--- config.mk ---
export PLATFORM = sky130hd
export DESIGN_NAME = uart_rx_fifo_flat
export DESIGN_NICKNAME = d
export VERILOG_FILES = /design/src/rtl/uart_rx_fifo_if.sv /design/src/rtl/uart_rx_fifo.sv /design/src/flat_wrapper.sv
export SDC_FILE = /design/constraint.sdc
export NUM_CORES = 1
export LEC_CHECK = 0
export ABC_AREA = 1
export BUFFER_PORTS_ARGS = -buffer_cell sky130_fd_sc_hd__buf_4
export CAP_MARGIN = 20
export CORE_MARGIN = 1
export CORE_UTILIZATION = 30
export CTS_BUF_LIST = sky130_fd_sc_hd__clkbuf_8
export CTS_CLUSTER_DIAMETER = 40
export DETAILED_ROUTE_END_ITERATION = 7
export PLACE_DENSITY_LB_ADDON = 0.2
export SLEW_MARGIN = 20
export SYNTH_ARGS = -nofsm -noshare
export SYNTH_HDL_FRONTEND = slang
export SYNTH_SLANG_ARGS = --single-unit
export TNS_END_PERCENT = 30
--- constraint.sdc ---
create_clock -name clk -period 3.1 [get_ports clk]
set_clock_uncertainty 0.05 [all_clocks]
set_input_delay 0 -clock clk [delete_from_list [all_inputs] [get_ports clk]]
set_output_delay 0 -clock clk [all_outputs]
set_load 0.1 [all_outputs]
--- src/rtl/uart_rx_fifo_if.sv ---
// Bus bundle between the UART receiver / CPU side and the receive FIFO.
// The receiver strobes bytes in; the CPU side is a small 4-register window.
interface uart_rx_fifo_if;
    logic [7:0] rx_data;
    logic       rx_data_valid;
    logic       rx_data_ready;
    logic       uart_cs;
    logic       R_W_n;
    logic [1:0] reg_addr;
    logic [7:0] data_i;
    logic [7:0] data_o;
    logic       irq;

    // Handshake: a byte is transferred on every clock where rx_data_valid is
    // high; rx_data_ready is constant 1, so a full FIFO drops and flags overrun.
    modport master (
        output rx_data, rx_data_valid, uart_cs, R_W_n, reg_addr, data_i,
        input  rx_data_ready, data_o, irq
    );

    modport slave (
        input  rx_data, rx_data_valid, uart_cs, R_W_n, reg_addr, data_i,
        output rx_data_ready, data_o, irq
    );
endinterface

--- src/rtl/uart_rx_fifo.sv ---
// Receive FIFO between the UART receiver and the CPU register window.
// Pops on the end of a data-register read; raises a level irq at a fill threshold.
module uart_rx_fifo #(
    parameter int DEPTH_LOG2 = 4
) (
    input  logic      clk,
    input  logic      rst_n,
    uart_rx_fifo_if.slave bus
);

    localparam int DEPTH = 1 << DEPTH_LOG2;
    localparam int CW    = DEPTH_LOG2 + 1;

    localparam logic [1:0] ADDR_DATA   = 2'd0;
    localparam logic [1:0] ADDR_STATUS = 2'd1;
    localparam logic [1:0] ADDR_COUNT  = 2'd2;
    localparam logic [1:0] ADDR_CTRL   = 2'd3;

    logic [7:0]            mem_q [DEPTH];
    logic [DEPTH_LOG2-1:0] rd_ptr_q, rd_ptr_d;
    logic [DEPTH_LOG2-1:0] wr_ptr_q, wr_ptr_d;
    logic [CW-1:0]         count_q, count_d;
    logic                  overrun_q, overrun_d;
    logic [3:0]            thr_q, thr_d;
    logic                  irq_q, irq_d;

    logic                  prev_cs_q, prev_cs_d;
    logic                  prev_rw_q, prev_rw_d;
    logic [1:0]            prev_addr_q, prev_addr_d;

    logic empty, full;
    logic cur_rd_data, prev_rd_data, rd_end;
    logic cur_wr, prev_wr_same, wr_start, ctrl_wr;
    logic flush, clr_ov, pop, push, overflow;
    logic ctrl_unused;

    assign empty = (count_q == '0);
    assign full  = (count_q == CW'(DEPTH));

    // An access is identified by (cs, R_W_n, addr); a change of any of these
    // ends the previous access, even without cs dropping.
    assign cur_rd_data  = bus.uart_cs & bus.R_W_n & (bus.reg_addr == ADDR_DATA);
    assign prev_rd_data = prev_cs_q & prev_rw_q & (prev_addr_q == ADDR_DATA);
    assign rd_end       = prev_rd_data & ~cur_rd_data;

    assign cur_wr       = bus.uart_cs & ~bus.R_W_n;
    assign prev_wr_same = prev_cs_q & ~prev_rw_q & (prev_addr_q == bus.reg_addr);
    assign wr_start     = cur_wr & ~prev_wr_same;
    assign ctrl_wr      = wr_start & (bus.reg_addr == ADDR_CTRL);

    assign flush    = ctrl_wr & bus.data_i[0];
    assign clr_ov   = ctrl_wr & bus.data_i[1];
    assign pop      = rd_end & ~empty;
    assign push     = bus.rx_data_valid & (~full | pop);
    assign overflow = bus.rx_data_valid & full & ~pop;

    assign ctrl_unused = ^bus.data_i[3:2];

    always_comb begin
        rd_ptr_d  = rd_ptr_q;
        wr_ptr_d  = wr_ptr_q;
        count_d   = count_q;
        overrun_d = overrun_q;
        thr_d     = thr_q;

        if (flush) begin
            rd_ptr_d = '0;
            wr_ptr_d = '0;
            count_d  = '0;
        end else begin
            if (push) wr_ptr_d = wr_ptr_q + DEPTH_LOG2'(1);
            if (pop)  rd_ptr_d = rd_ptr_q + DEPTH_LOG2'(1);
            if (push && !pop)      count_d = count_q + CW'(1);
            else if (pop && !push) count_d = count_q - CW'(1);
        end

        // A new overflow in the same cycle as a clear keeps overrun set.
        if (clr_ov)             overrun_d = 1'b0;
        if (overflow && !flush) overrun_d = 1'b1;

        if (ctrl_wr) thr_d = bus.data_i[7:4];

        irq_d = (thr_d != 4'd0) && (8'(count_d) >= {4'b0, thr_d});
    end

    assign prev_cs_d   = bus.uart_cs;
    assign prev_rw_d   = bus.R_W_n;
    assign prev_addr_d = bus.reg_addr;

    always_ff @(posedge clk) begin
        if (!rst_n) begin
            rd_ptr_q    <= '0;
            wr_ptr_q    <= '0;
            count_q     <= '0;
            overrun_q   <= 1'b0;
            thr_q       <= 4'd1;
            irq_q       <= 1'b0;
            prev_cs_q   <= 1'b0;
            prev_rw_q   <= 1'b0;
            prev_addr_q <= 2'd0;
        end else begin
            rd_ptr_q    <= rd_ptr_d;
            wr_ptr_q    <= wr_ptr_d;
            count_q     <= count_d;
            overrun_q   <= overrun_d;
            thr_q       <= thr_d;
            irq_q       <= irq_d;
            prev_cs_q   <= prev_cs_d;
            prev_rw_q   <= prev_rw_d;
            prev_addr_q <= prev_addr_d;
        end
    end

    // Storage is not reset; count gates every read of it.
    always_ff @(posedge clk) begin
        if (rst_n && push && !flush) mem_q[wr_ptr_q] <= bus.rx_data;
    end

    always_comb begin
        bus.data_o = 8'h00;
        case (bus.reg_addr)
            ADDR_DATA:   bus.data_o = empty ? 8'h00 : mem_q[rd_ptr_q];
            ADDR_STATUS: bus.data_o = {4'b0, irq_q, overrun_q, full, ~empty};
            ADDR_COUNT:  bus.data_o = 8'(count_q);
            ADDR_CTRL:   bus.data_o = {thr_q, 4'b0};
            default:     bus.data_o = 8'h00;
        endcase
    end

    assign bus.irq           = irq_q;
    assign bus.rx_data_ready = 1'b1;

endmodule

--- src/flat_wrapper.sv ---
// flat-port wrapper written by rule: the top's interface ports become plain ports
module uart_rx_fifo_flat 
#(
    parameter int DEPTH_LOG2 = 4
)
  (clk, rst_n, bus_rx_data, bus_rx_data_valid, bus_uart_cs, bus_R_W_n, bus_reg_addr, bus_data_i, bus_rx_data_ready, bus_data_o, bus_irq);
  uart_rx_fifo_if bus_i ();
  input  logic clk;
  input  logic rst_n;
  input wire logic [$bits(bus_i.rx_data)-1:0] bus_rx_data;
  input wire logic [$bits(bus_i.rx_data_valid)-1:0] bus_rx_data_valid;
  input wire logic [$bits(bus_i.uart_cs)-1:0] bus_uart_cs;
  input wire logic [$bits(bus_i.R_W_n)-1:0] bus_R_W_n;
  input wire logic [$bits(bus_i.reg_addr)-1:0] bus_reg_addr;
  input wire logic [$bits(bus_i.data_i)-1:0] bus_data_i;
  output wire logic [$bits(bus_i.rx_data_ready)-1:0] bus_rx_data_ready;
  output wire logic [$bits(bus_i.data_o)-1:0] bus_data_o;
  output wire logic [$bits(bus_i.irq)-1:0] bus_irq;
  assign bus_i.rx_data = bus_rx_data;
  assign bus_i.rx_data_valid = bus_rx_data_valid;
  assign bus_i.uart_cs = bus_uart_cs;
  assign bus_i.R_W_n = bus_R_W_n;
  assign bus_i.reg_addr = bus_reg_addr;
  assign bus_i.data_i = bus_data_i;
  assign bus_rx_data_ready = bus_i.rx_data_ready;
  assign bus_data_o = bus_i.data_o;
  assign bus_irq = bus_i.irq;
  uart_rx_fifo #(.DEPTH_LOG2(DEPTH_LOG2)) u_core (.clk(clk), .rst_n(rst_n), .bus(bus_i));
endmodule
Yosys cells after proc, flatten, opt, wreduce, memory -nomap -nowiden
Memories as Yosys holds them, arrays and structs flattened. A register that Yosys moved wholly into a read port is not among the register bits.
Cells that the tools add are included.
{"block": "word_totals", "n_memories": 1, "ff_bits": 23, "mem_bits_rw": 128, "out_inout_bits": 10, "wordCells": 72}
{"block": "classes", "add_sub_neg": 4, "eq_ne": 5, "order_cmp": 1, "muxes": 12, "n_bitwise": 25, "n_reduce_logical": 15}
{"name": "u_core.mem_q", "depth": 16, "width": 8, "rd": 1, "rd_ports_with_merged_regs": 1, "write_ports": 1, "line": "uart_rx_fifo.sv:19", "source": "logic [7:0] mem_q [DEPTH];"}
{"operator": "$pmux 8 s4", "n": 1}
{"operator": "$and 1x1->1", "n": 16}
{"operator": "$mux 5", "n": 3}
{"operator": "$mux 4", "n": 3}
{"operator": "$add 4x1->4 const B", "n": 2}
{"operator": "$mux 8", "n": 1}
{"operator": "$not 1->1", "n": 8}
{"operator": "$logic_and 1x1->1", "n": 6}
{"operator": "$add 5x1->5 const B", "n": 1}
{"operator": "$eq 5x5->1 const B", "n": 1}
{"operator": "$ge 5x4->1", "n": 1}
{"operator": "$logic_not 5->1", "n": 1}
{"operator": "$sub 5x1->5 const B", "n": 1}
{"operator": "$eq 2x2->1 const B", "n": 2}
{"operator": "$logic_not 2->1", "n": 2}
{"operator": "$mux 1", "n": 4}
{"operator": "$reduce_bool 4->1", "n": 1}
{"operator": "$logic_not 1->1", "n": 3}
{"operator": "$eq 2x1->1 const B", "n": 1}
{"operator": "$eq 2x2->1", "n": 1}
{"operator": "$reduce_bool 2->1", "n": 1}
{"operator": "$reduce_or 2->1", "n": 1}
{"operator": "$or 1x1->1", "n": 1}

Longest topological paths before layout
Gate-level depths: netlist of run 1.
{"block": "depth", "depth_word": 14, "ltp_mapped": 18}

Least setup slack after synthesis of run 1
Ideal clock, no wire load.
{"block": "synth_path", "path_kind": "flip-flop to output port", "startpoint": "register (tool-made name)", "endpoint": "output port bus_data_o[0]", "arrival_time_ns": 3.111, "slack_ns": -0.061, "stages_incl_launch_ff": 9, "path_buffers": 2, "required_ns": 3.050, "cell_sequence": "dfxtp_1 > buf_2 > clkbuf_1 > nand2_1 > nand3_1 > nand3_1 > nand3_1 > a21oi_1 > o21ai_0"}
{"item": "to (decl)", "line": "flat_wrapper.sv:17", "source": "output wire logic [$bits(bus_i.data_o)-1:0] bus_data_o;"}

Worst setup path in the final report of run 1
{"block": "layout_path", "startpoint": "register u_core.count_q[0]", "endpoint": "register u_core.irq_q, in the netlist u_core.bus.irq"}
{"block": "layout_via", "elab_chain_len": 12, "word_cells_on_any_way": 18, "classes_between": "add/sub: 2; order compare: 1; eq/ne: 1; mux: 3; bitwise: 5; reduce/logical: 6"}
{"item": "from (decl)", "line": "uart_rx_fifo.sv:22", "source": "logic [CW-1:0] count_q, count_d;"}
{"item": "from (signal assigned)", "line": "uart_rx_fifo.sv:104", "source": "count_q <= count_d;"}
{"item": "$logic_not 5->1", "line": "uart_rx_fifo.sv:37", "source": "assign empty = (count_q == '0);"}
{"item": "$not 1->1", "line": "uart_rx_fifo.sv:53", "source": "assign pop = rd_end & ~empty;"}
{"item": "$and 1x1->1", "line": "uart_rx_fifo.sv:53"}
{"item": "$or 1x1->1", "line": "uart_rx_fifo.sv:54", "source": "assign push = bus.rx_data_valid & (~full | pop);"}
{"item": "$and 1x1->1", "line": "uart_rx_fifo.sv:54"}
{"item": "$logic_not 1->1", "line": "uart_rx_fifo.sv:74", "source": "else if (pop && !push) count_d = count_q - CW'(1);"}
{"item": "$logic_and 1x1->1", "line": "uart_rx_fifo.sv:74"}
{"item": "$mux 5", "line": "uart_rx_fifo.sv:74"}
{"item": "$mux 5 *", "line": "uart_rx_fifo.sv:73", "source": "if (push && !pop) count_d = count_q + CW'(1);"}
{"item": "$mux 5 *", "line": "uart_rx_fifo.sv:66", "source": "if (flush) begin"}
{"item": "$ge 5x4->1 *", "line": "uart_rx_fifo.sv:83", "source": "irq_d = (thr_d != 4'd0) && (8'(count_d) >= {4'b0, thr_d});"}
{"item": "$logic_and 1x1->1 *", "line": "uart_rx_fifo.sv:83"}
{"item": "to (signal assigned)", "line": "uart_rx_fifo.sv:107", "source": "irq_q <= irq_d;"}
{"item": "to (decl)", "line": "uart_rx_fifo.sv:25", "source": "logic irq_q, irq_d;"}
Mark *: on every way between the ends. The rest lies on a longest branch, timed or not.
A chain may end at the register's enable or synchronous reset.

==> impl_table.tex, run 1 <==
\begin{tabular}{lr}
\hline
Metric & Value \\
\hline
\multicolumn{2}{l}{\textbf{Critical path}} \\
Worst Reg2Reg Path Length in Cells & 17 \\
Critical path endpoint category & register \\
Required time of the critical path & 3.40 ns \\
Arrival time of the worst setup path & 2.98 ns \\
Critical path startpoint category & register \\
Crit path kind & register to register \\
Crit Path Max Fanout & 5 \\
\multicolumn{2}{l}{\textbf{Final layout}} \\
Storage element area & 0.00439 mm\^{}2 \\
Area of the multi-input gates & roughly 0.0021 mm\^{}2 \\
Post-synthesis to final-layout area growth & 18.7\% \\
Most common cell after layout, fill and taps aside & edfxtp\_1 \\
Layout filler cell count & 2185 \\
Count of antenna diodes in the layout & 0 \\
Number of nets in the finished design & 754 \\
Layout cell share with drive strength beyond 1 & 14.5\% \\
Post-route design area & 0.00811 mm\^{}2 \\
Most frequent cells in the layout & edfxtp\_1 (128), nor2\_1 (115), nand2\_1 (102), o21ai\_0 (62), nand3\_1 (51) \\
\multicolumn{2}{l}{\textbf{CTS}} \\
Clock slew at the register clock pins of the worst setup and hold paths & around 0.09 ns \\
Source-to-sink clock delay at the later pin of the worst-skew pair & approximately 0.45 ns \\
Buffers inserted during post-CTS setup optimization & 0 \\
Number of H-tree levels & 4 \\
Clk Tree Root Cell & clkbuf\_8 \\
Number of sinks on the clock net & 155 \\
Number of buffers created by CTS & 17 \\
Clock tree from TritonCTS & done \\
Clock Path Buffers & 2 \\
\multicolumn{2}{l}{\textbf{Floorplan}} \\
Floorplan die area & 0.0234 mm\^{}2 \\
Cell row count & 54 \\
Top Ports & 33 \\
Horiz. Die Dim & about 150 um \\
Initial Util & a little under a third \\
Overall die height & around 150 um \\
Core area & 0.0221 mm\^{}2 \\
\multicolumn{2}{l}{\textbf{Synthesis}} \\
Number of cells produced by synthesis & about 650 \\
Post-synth net total & 687 \\
Main synth FF type & edfxtp\_1 \\
Post-synthesis instance area & 0.00683 mm\^{}2 \\
Async set or reset register ratio after synthesis & 0\% \\
Number of enable-type register cells in the synthesized netlist & 128 \\
Yosys warning count & 0 \\
Mean post-synth cell area & 10.5 um\^{}2 \\
Proportion of synthesized chip area in sequential cells & 64.2\% \\
Post-synthesis cell type count & 34 \\
Synth Register Bits & roughly 160 \\
\multicolumn{2}{l}{\textbf{Detailed routing}} \\
Number of optimization iterations in the first detailed-route pass & 5 \\
Sum of routed wire length over all layers & between 15 and 20 mm \\
Via density & 4.77 \\
Routed wirelength normalized by instance count & 17.0 um \\
Iteration-0 DRC Markers & between 300 and 400 \\
Number of nets with antenna violations after routing & 0 \\
Remaining routing DRC violations & 0 \\
Vias after detailed routing & 4837 \\
\multicolumn{2}{l}{\textbf{Timing}} \\
Worst hold slack & roughly 0.32 ns \\
Total setup violations reported at the end of the flow & 0 \\
Minimum period implied by the final worst setup slack & 2.68 ns \\
RSZ-0062 raised after global routing & false \\
Final period utilization & 86.5\% \\
Achievable Freq & 373 MHz \\
Transition time at the pin with the least slew margin & 0.591 ns \\
Hold Fails Final Rpt & 0 \\
Sum of negative setup slack & 0 ns \\
Slew HR & 60.6\% \\
Total count of max-transition violations in the final report & 0 \\
\multicolumn{2}{l}{\textbf{Placement}} \\
Port bufs & 29 \\
Detailed placement HPWL & roughly 11 mm \\
Area post-placement & 0.00742 mm\^{}2 \\
Final weighted congestion in routability-driven placement & 0.835 \\
\multicolumn{2}{l}{\textbf{Run status}} \\
Result of the run & completed \\
\multicolumn{2}{l}{\textbf{Worst hold path}} \\
Min-Delay Path Depth & 4 \\
Worst hold path class & primary input to register \\
\multicolumn{2}{l}{\textbf{Power}} \\
Total power consumption of the routed design & 4.34 mW \\
Max rail drop VDD & 275 uV \\
Cell leakage power & 3.04 nW \\
Power per unit of standard cell area & around 540 mW/mm\^{}2 \\
\multicolumn{2}{l}{\textbf{Global routing}} \\
Initial antenna violation count & 0 \\
Total congestion overflow & 0 \\
Vias in the first global route & 4704 \\
First-pass GRT wire length & between 20 and 30 mm \\
Global-route usage over all layers & 15.1\% \\
Largest net degree at the start of global routing & 54 \\
\multicolumn{2}{l}{\textbf{Job}} \\
Max cap viols & 0 \\
\hline
\end{tabular}
cell families after synthesis:
kind of cell	Yosys count	synth area share, %
adder cells (fa/ha/maj)	11	2.01
flip-flops	155	64.2
XOR/XNOR	5	0.641
AO/OA/AOI/OAI	111	9.27
buffers and inverters	77	4.91
other	1	0.0549
AND/OR/NAND/NOR	293	19.0
cell type report:
type                    count  area share, %
flip-flops and latches    155           54.1
multi-input cells         421           26.1
repair buffers             78           8.21
well taps                 280           4.32
clock buffers              17           2.89
clock inverters            15           2.24
inverters                  47           2.18
path summary, 6_finish.rpt:
path                 startpoint                    end  slack (ns)
max           u_core.count_q[0]         u_core.bus.irq        0.42
min                       rst_n  u_core.prev_addr_q[0]        0.32
max reg2reg   u_core.count_q[0]         u_core.bus.irq        0.42
min reg2reg  u_core.wr_ptr_q[3]     u_core.wr_ptr_q[3]        0.48
cell usage after synthesis (2+ instances only):
cell type / count / area, um^2
buf_1: 2 / 7.51
buf_4: 5 / 37.5
nor2_2: 3 / 18.8
nand2_2: 2 / 12.5
nand2_1: 102 / 383
nand2_4: 7 / 78.8
edfxtp_1: 128 / 3840
buf_6: 2 / 22.5
clkbuf_1: 11 / 41.3
inv_2: 3 / 11.3
nor3b_1: 2 / 15.0
nand3_1: 51 / 255
o21ai_0: 63 / 315
o211ai_1: 28 / 210
nand3_2: 4 / 40.0
xor2_1: 4 / 35.0
nor2_1: 115 / 432
buf_2: 10 / 50.1
dfxtp_1: 27 / 541
inv_1: 43 / 161
ha_1: 11 / 138
a21oi_1: 17 / 85.1
nor3_1: 2 / 10.0
per-layer routing:
layer	GRT usage (%)	vias to the layer above	wire length, um
met5	0	-	0
met3	3.15	14	627
met2	24.5	89	8080
met4	3.94	0	189
met1	20.4	2353	8340
li1	-	2381	-
registers in the layout, summed over array words and instances, names as in the netlist, named ones only:
register and flops:
u_core.thr_q 4, u_core.overrun_q 1, u_core.prev_rw_q 1, u_core.bus.irq 1
u_core.wr_ptr_q 4, u_core.mem_q 128, u_core.count_q 5, u_core.prev_addr_q 2
u_core.prev_cs_q 1, u_core.rd_ptr_q 4
per-stage QoR:
stage / setup slack, ns / util [%] / cells
finish: 0.418 / 36.7 / 1013
global placement: 0.418 / 33.6 / 954
global route: 0.174 / 36.7 / 1013
CTS: 0.0498 / 36.7 / 1013
detailed placement: 0.453 / 33.6 / 954
floorplan: 0.695 / - / 653
worst max-delay path: stages (launching register included):
cell	delay, ns
dfxtp_1	0.38
inv_1	0.10
ha_1	0.27
nand3_2	0.13
inv_1	0.06
nor2_2	0.20
nand2_1	0.12
nand2_1	0.10
xor2_1	0.19
nand2b_1	0.13
ha_1	0.22
o21ai_0	0.16
nand2_1	0.07
a21o_1	0.15
a21oi_1	0.11
nand2_1	0.06
inv_1	0.05
nor2_1	0.03
power by group:
part           switching, mW  internal [mW]  total (mW)
Combinational          0.314          0.140       0.455
Sequential            0.0216           2.28        2.30
Clock                  0.840          0.747        1.59
Total                   1.18           3.16        4.34
repair_timing:
| item | in CTS | in global routing |
|---|---|---|
| resized for setup | 0 | 1 |
| endpoints found under the hold margin | 153 | 0 |
| setup endpoints to repair | 0 | 1 |
| hold buffers | 27 | 0 |
Power figures use the tool's default switching activity.
==> run 2, diff against run 1 <==
==> constraint.sdc (replaced) <==
create_clock -name clk -period 2.5 [get_ports clk]
set_clock_uncertainty 0.05 [all_clocks]
set_input_delay 0 -clock clk [delete_from_list [all_inputs] [get_ports clk]]
set_output_delay 0 -clock clk [all_outputs]
set_load 0.1 [all_outputs]
==> impl_table.tex, run 2 (synthesis results as in run 1) <==
\begin{tabular}{lr}
\hline
Metric & Value \\
\hline
\multicolumn{2}{l}{\textbf{Run status}} \\
Result of the run & completed \\
\multicolumn{2}{l}{\textbf{CTS}} \\
Number of sinks on the clock net & between 150 and 200 \\
Clock Path Buffers & 2 \\
Number of H-tree levels & 4 \\
Clock slew at the register clock pins of the worst setup and hold paths & roughly 0.10 ns \\
Buffers inserted during post-CTS setup optimization & 0 \\
Clock tree from TritonCTS & done \\
Clk Tree Root Cell & clkbuf\_8 \\
Number of buffers created by CTS & 17 \\
Source-to-sink clock delay at the later pin of the worst-skew pair & 0.47 ns \\
\multicolumn{2}{l}{\textbf{Worst hold path}} \\
Worst Hold Endpoint & u\_core.bus.irq \\
Worst hold path class & primary input to register \\
Hold Crit Start & bus\_data\_i[4] \\
Min-Delay Path Depth & 7 \\
\multicolumn{2}{l}{\textbf{Final layout}} \\
Most common cell after layout, fill and taps aside & edfxtp\_1 \\
Top reg by flops & u\_core.mem\_q \\
Number of nets in the finished design & 770 \\
Most frequent cells in the layout & edfxtp\_1 (128), nor2\_1 (113), nand2\_1 (100), o21ai\_0 (62), buf\_4 (59) \\
Area of the multi-input gates & about 0.0022 mm\^{}2 \\
Count of antenna diodes in the layout & 0 \\
Post-route design area & between 0.008 and 0.009 mm\^{}2 \\
Post-layout util & between 30 and 40\% \\
Layout cell share with drive strength beyond 1 & 18.2\% \\
Leading registers by flop count & u\_core.mem\_q: 128 flops, u\_core.count\_q: 5 flops \\
Post-synthesis to final-layout area growth & 21.5\% \\
Storage element area & 0.00439 mm\^{}2 \\
Flip-flop count of the largest register after layout & 128 \\
Layout filler cell count & about 2100 \\
\multicolumn{2}{l}{\textbf{Timing}} \\
Final worst-path setup slack & 0.150 ns \\
Transition time at the pin with the least slew margin & between 0.5 and 0.6 ns \\
Slew HR & 65.8\% \\
Final period utilization & 94.0\% \\
RSZ-0062 raised after global routing & true \\
Hold Fails Final Rpt & 0 \\
Achievable Freq & around 430 MHz \\
Total setup violations reported at the end of the flow & 0 \\
Worst hold slack & 0.0410 ns \\
Total count of max-transition violations in the final report & 0 \\
Minimum period implied by the final worst setup slack & 2.35 ns \\
\multicolumn{2}{l}{\textbf{Floorplan}} \\
Core area & 0.0221 mm\^{}2 \\
Overall die height & 153 um \\
Initial Util & 30.9\% \\
Horiz. Die Dim & 153 um \\
Floorplan die area & 0.0234 mm\^{}2 \\
Cell row count & 54 \\
Top Ports & 33 \\
\multicolumn{2}{l}{\textbf{Power}} \\
Max rail drop VDD & 335 uV \\
Total power consumption of the routed design & around 5.4 mW \\
Power per unit of standard cell area & about 650 mW/mm\^{}2 \\
Cell leakage power & 3.13 nW \\
\multicolumn{2}{l}{\textbf{Global routing}} \\
First-pass GRT wire length & 26.7 mm \\
Largest net degree at the start of global routing & 71 \\
Global-route usage over all layers & 15.5\% \\
Total congestion overflow & 0 \\
Initial antenna violation count & 0 \\
Vias in the first global route & around 4800 \\
\multicolumn{2}{l}{\textbf{Detailed routing}} \\
Via density & 4.83 \\
Vias after detailed routing & around 5000 \\
Iteration-0 DRC Markers & 313 \\
Sum of routed wire length over all layers & approximately 18 mm \\
Number of optimization iterations in the first detailed-route pass & 5 \\
Routed wirelength normalized by instance count & 17.1 um \\
Remaining routing DRC violations & 0 \\
Number of nets with antenna violations after routing & 0 \\
\multicolumn{2}{l}{\textbf{Critical path}} \\
Critical path startpoint category & register \\
R2r endpoint & u\_core.bus.irq \\
FF-to-FF Start & u\_core.count\_q[0] \\
Arrival time of the worst setup path & 2.30 ns \\
Crit path kind & register to primary output \\
Worst R2R Setup Slack & 0.20 ns \\
Required time of the critical path & 2.45 ns \\
Worst Reg2Reg Path Length in Cells & 17 \\
Crit Path Max Fanout & 58 \\
Critical path endpoint category & primary output \\
\multicolumn{2}{l}{\textbf{Placement}} \\
Detailed placement HPWL & 11.7 mm \\
Port bufs & 29 \\
Final weighted congestion in routability-driven placement & 0.819 \\
Area post-placement & 0.00756 mm\^{}2 \\
Worst slack after detailed placement & 0.0919 ns \\
\multicolumn{2}{l}{\textbf{Job}} \\
Max cap viols & 0 \\
\hline
\end{tabular}
## run 2: how the worst max path moves through the flow
stage | start | to | depth (start not counted)
after floorplan | register | bus_data_o[0] | 8
after global placement | u_core.count_q[0] | u_core.bus.irq | 17
after detailed placement | u_core.count_q[1] | u_core.bus.irq | 17
after CTS | register | bus_data_o[6] | 8
after global routing | u_core.count_q[0] | u_core.bus.irq | 17
final | register | bus_data_o[5] | 11
## run 2: through the flow
| stage | cells | TNS (ns) |
|---|---|---|
| 5_1_grt | 1029 | -0.00845 |
| 3_3_place_gp | 971 | 0 |
| 4_1_cts | 1029 | 0 |
| 3_5_place_dp | 971 | 0 |
| 2_1_floorplan | 653 | 0 |
| 6_report | 1029 | 0 |
## run 2: repair_timing
item,CTS,global route
endpoints found under the hold margin,153,0
resized for setup,0,25
hold buffers,26,0
endpoints found under the setup margin,0,7
## run 2: final cells by class
type / instances / area share, %
Inverter: 47 / 2.16
Clock buffer: 17 / 2.82
Tap cell: 280 / 4.22
Multi-Input combinational cell: 421 / 26.0
Timing Repair Buffer: 94 / 9.90
Clock inverter: 15 / 2.05
Sequential cell: 155 / 52.9
## run 2: worst max-delay path, stage by stage (launching register included)
cell and delay (ns):
dfxtp_2 0.34, inv_1 0.09, buf_12 0.25, nor2_1 0.07
nor2_1 0.09, o21ai_0 0.09, o211ai_1 0.16, nand3_1 0.18
nand2_1 0.15, nand2_1 0.09, nand2_1 0.09, buf_6 0.23
## run 2: metal layers
layer	vias up	share of wire (%)	track usage, %
li1	2408	-	-
met2	134	47	24.9
met1	2414	46	21.0
met4	0	1.5	5.48
met3	19	5.1	2.64
met5	-	0	0
## run 2: power breakdown
group / total (mW) / switching, mW / internal (mW)
clock network: 1.93 / 1.08 / 0.846
logic: 0.627 / 0.412 / 0.215
registers: 2.85 / 0.0204 / 2.82
total: 5.40 / 1.52 / 3.89
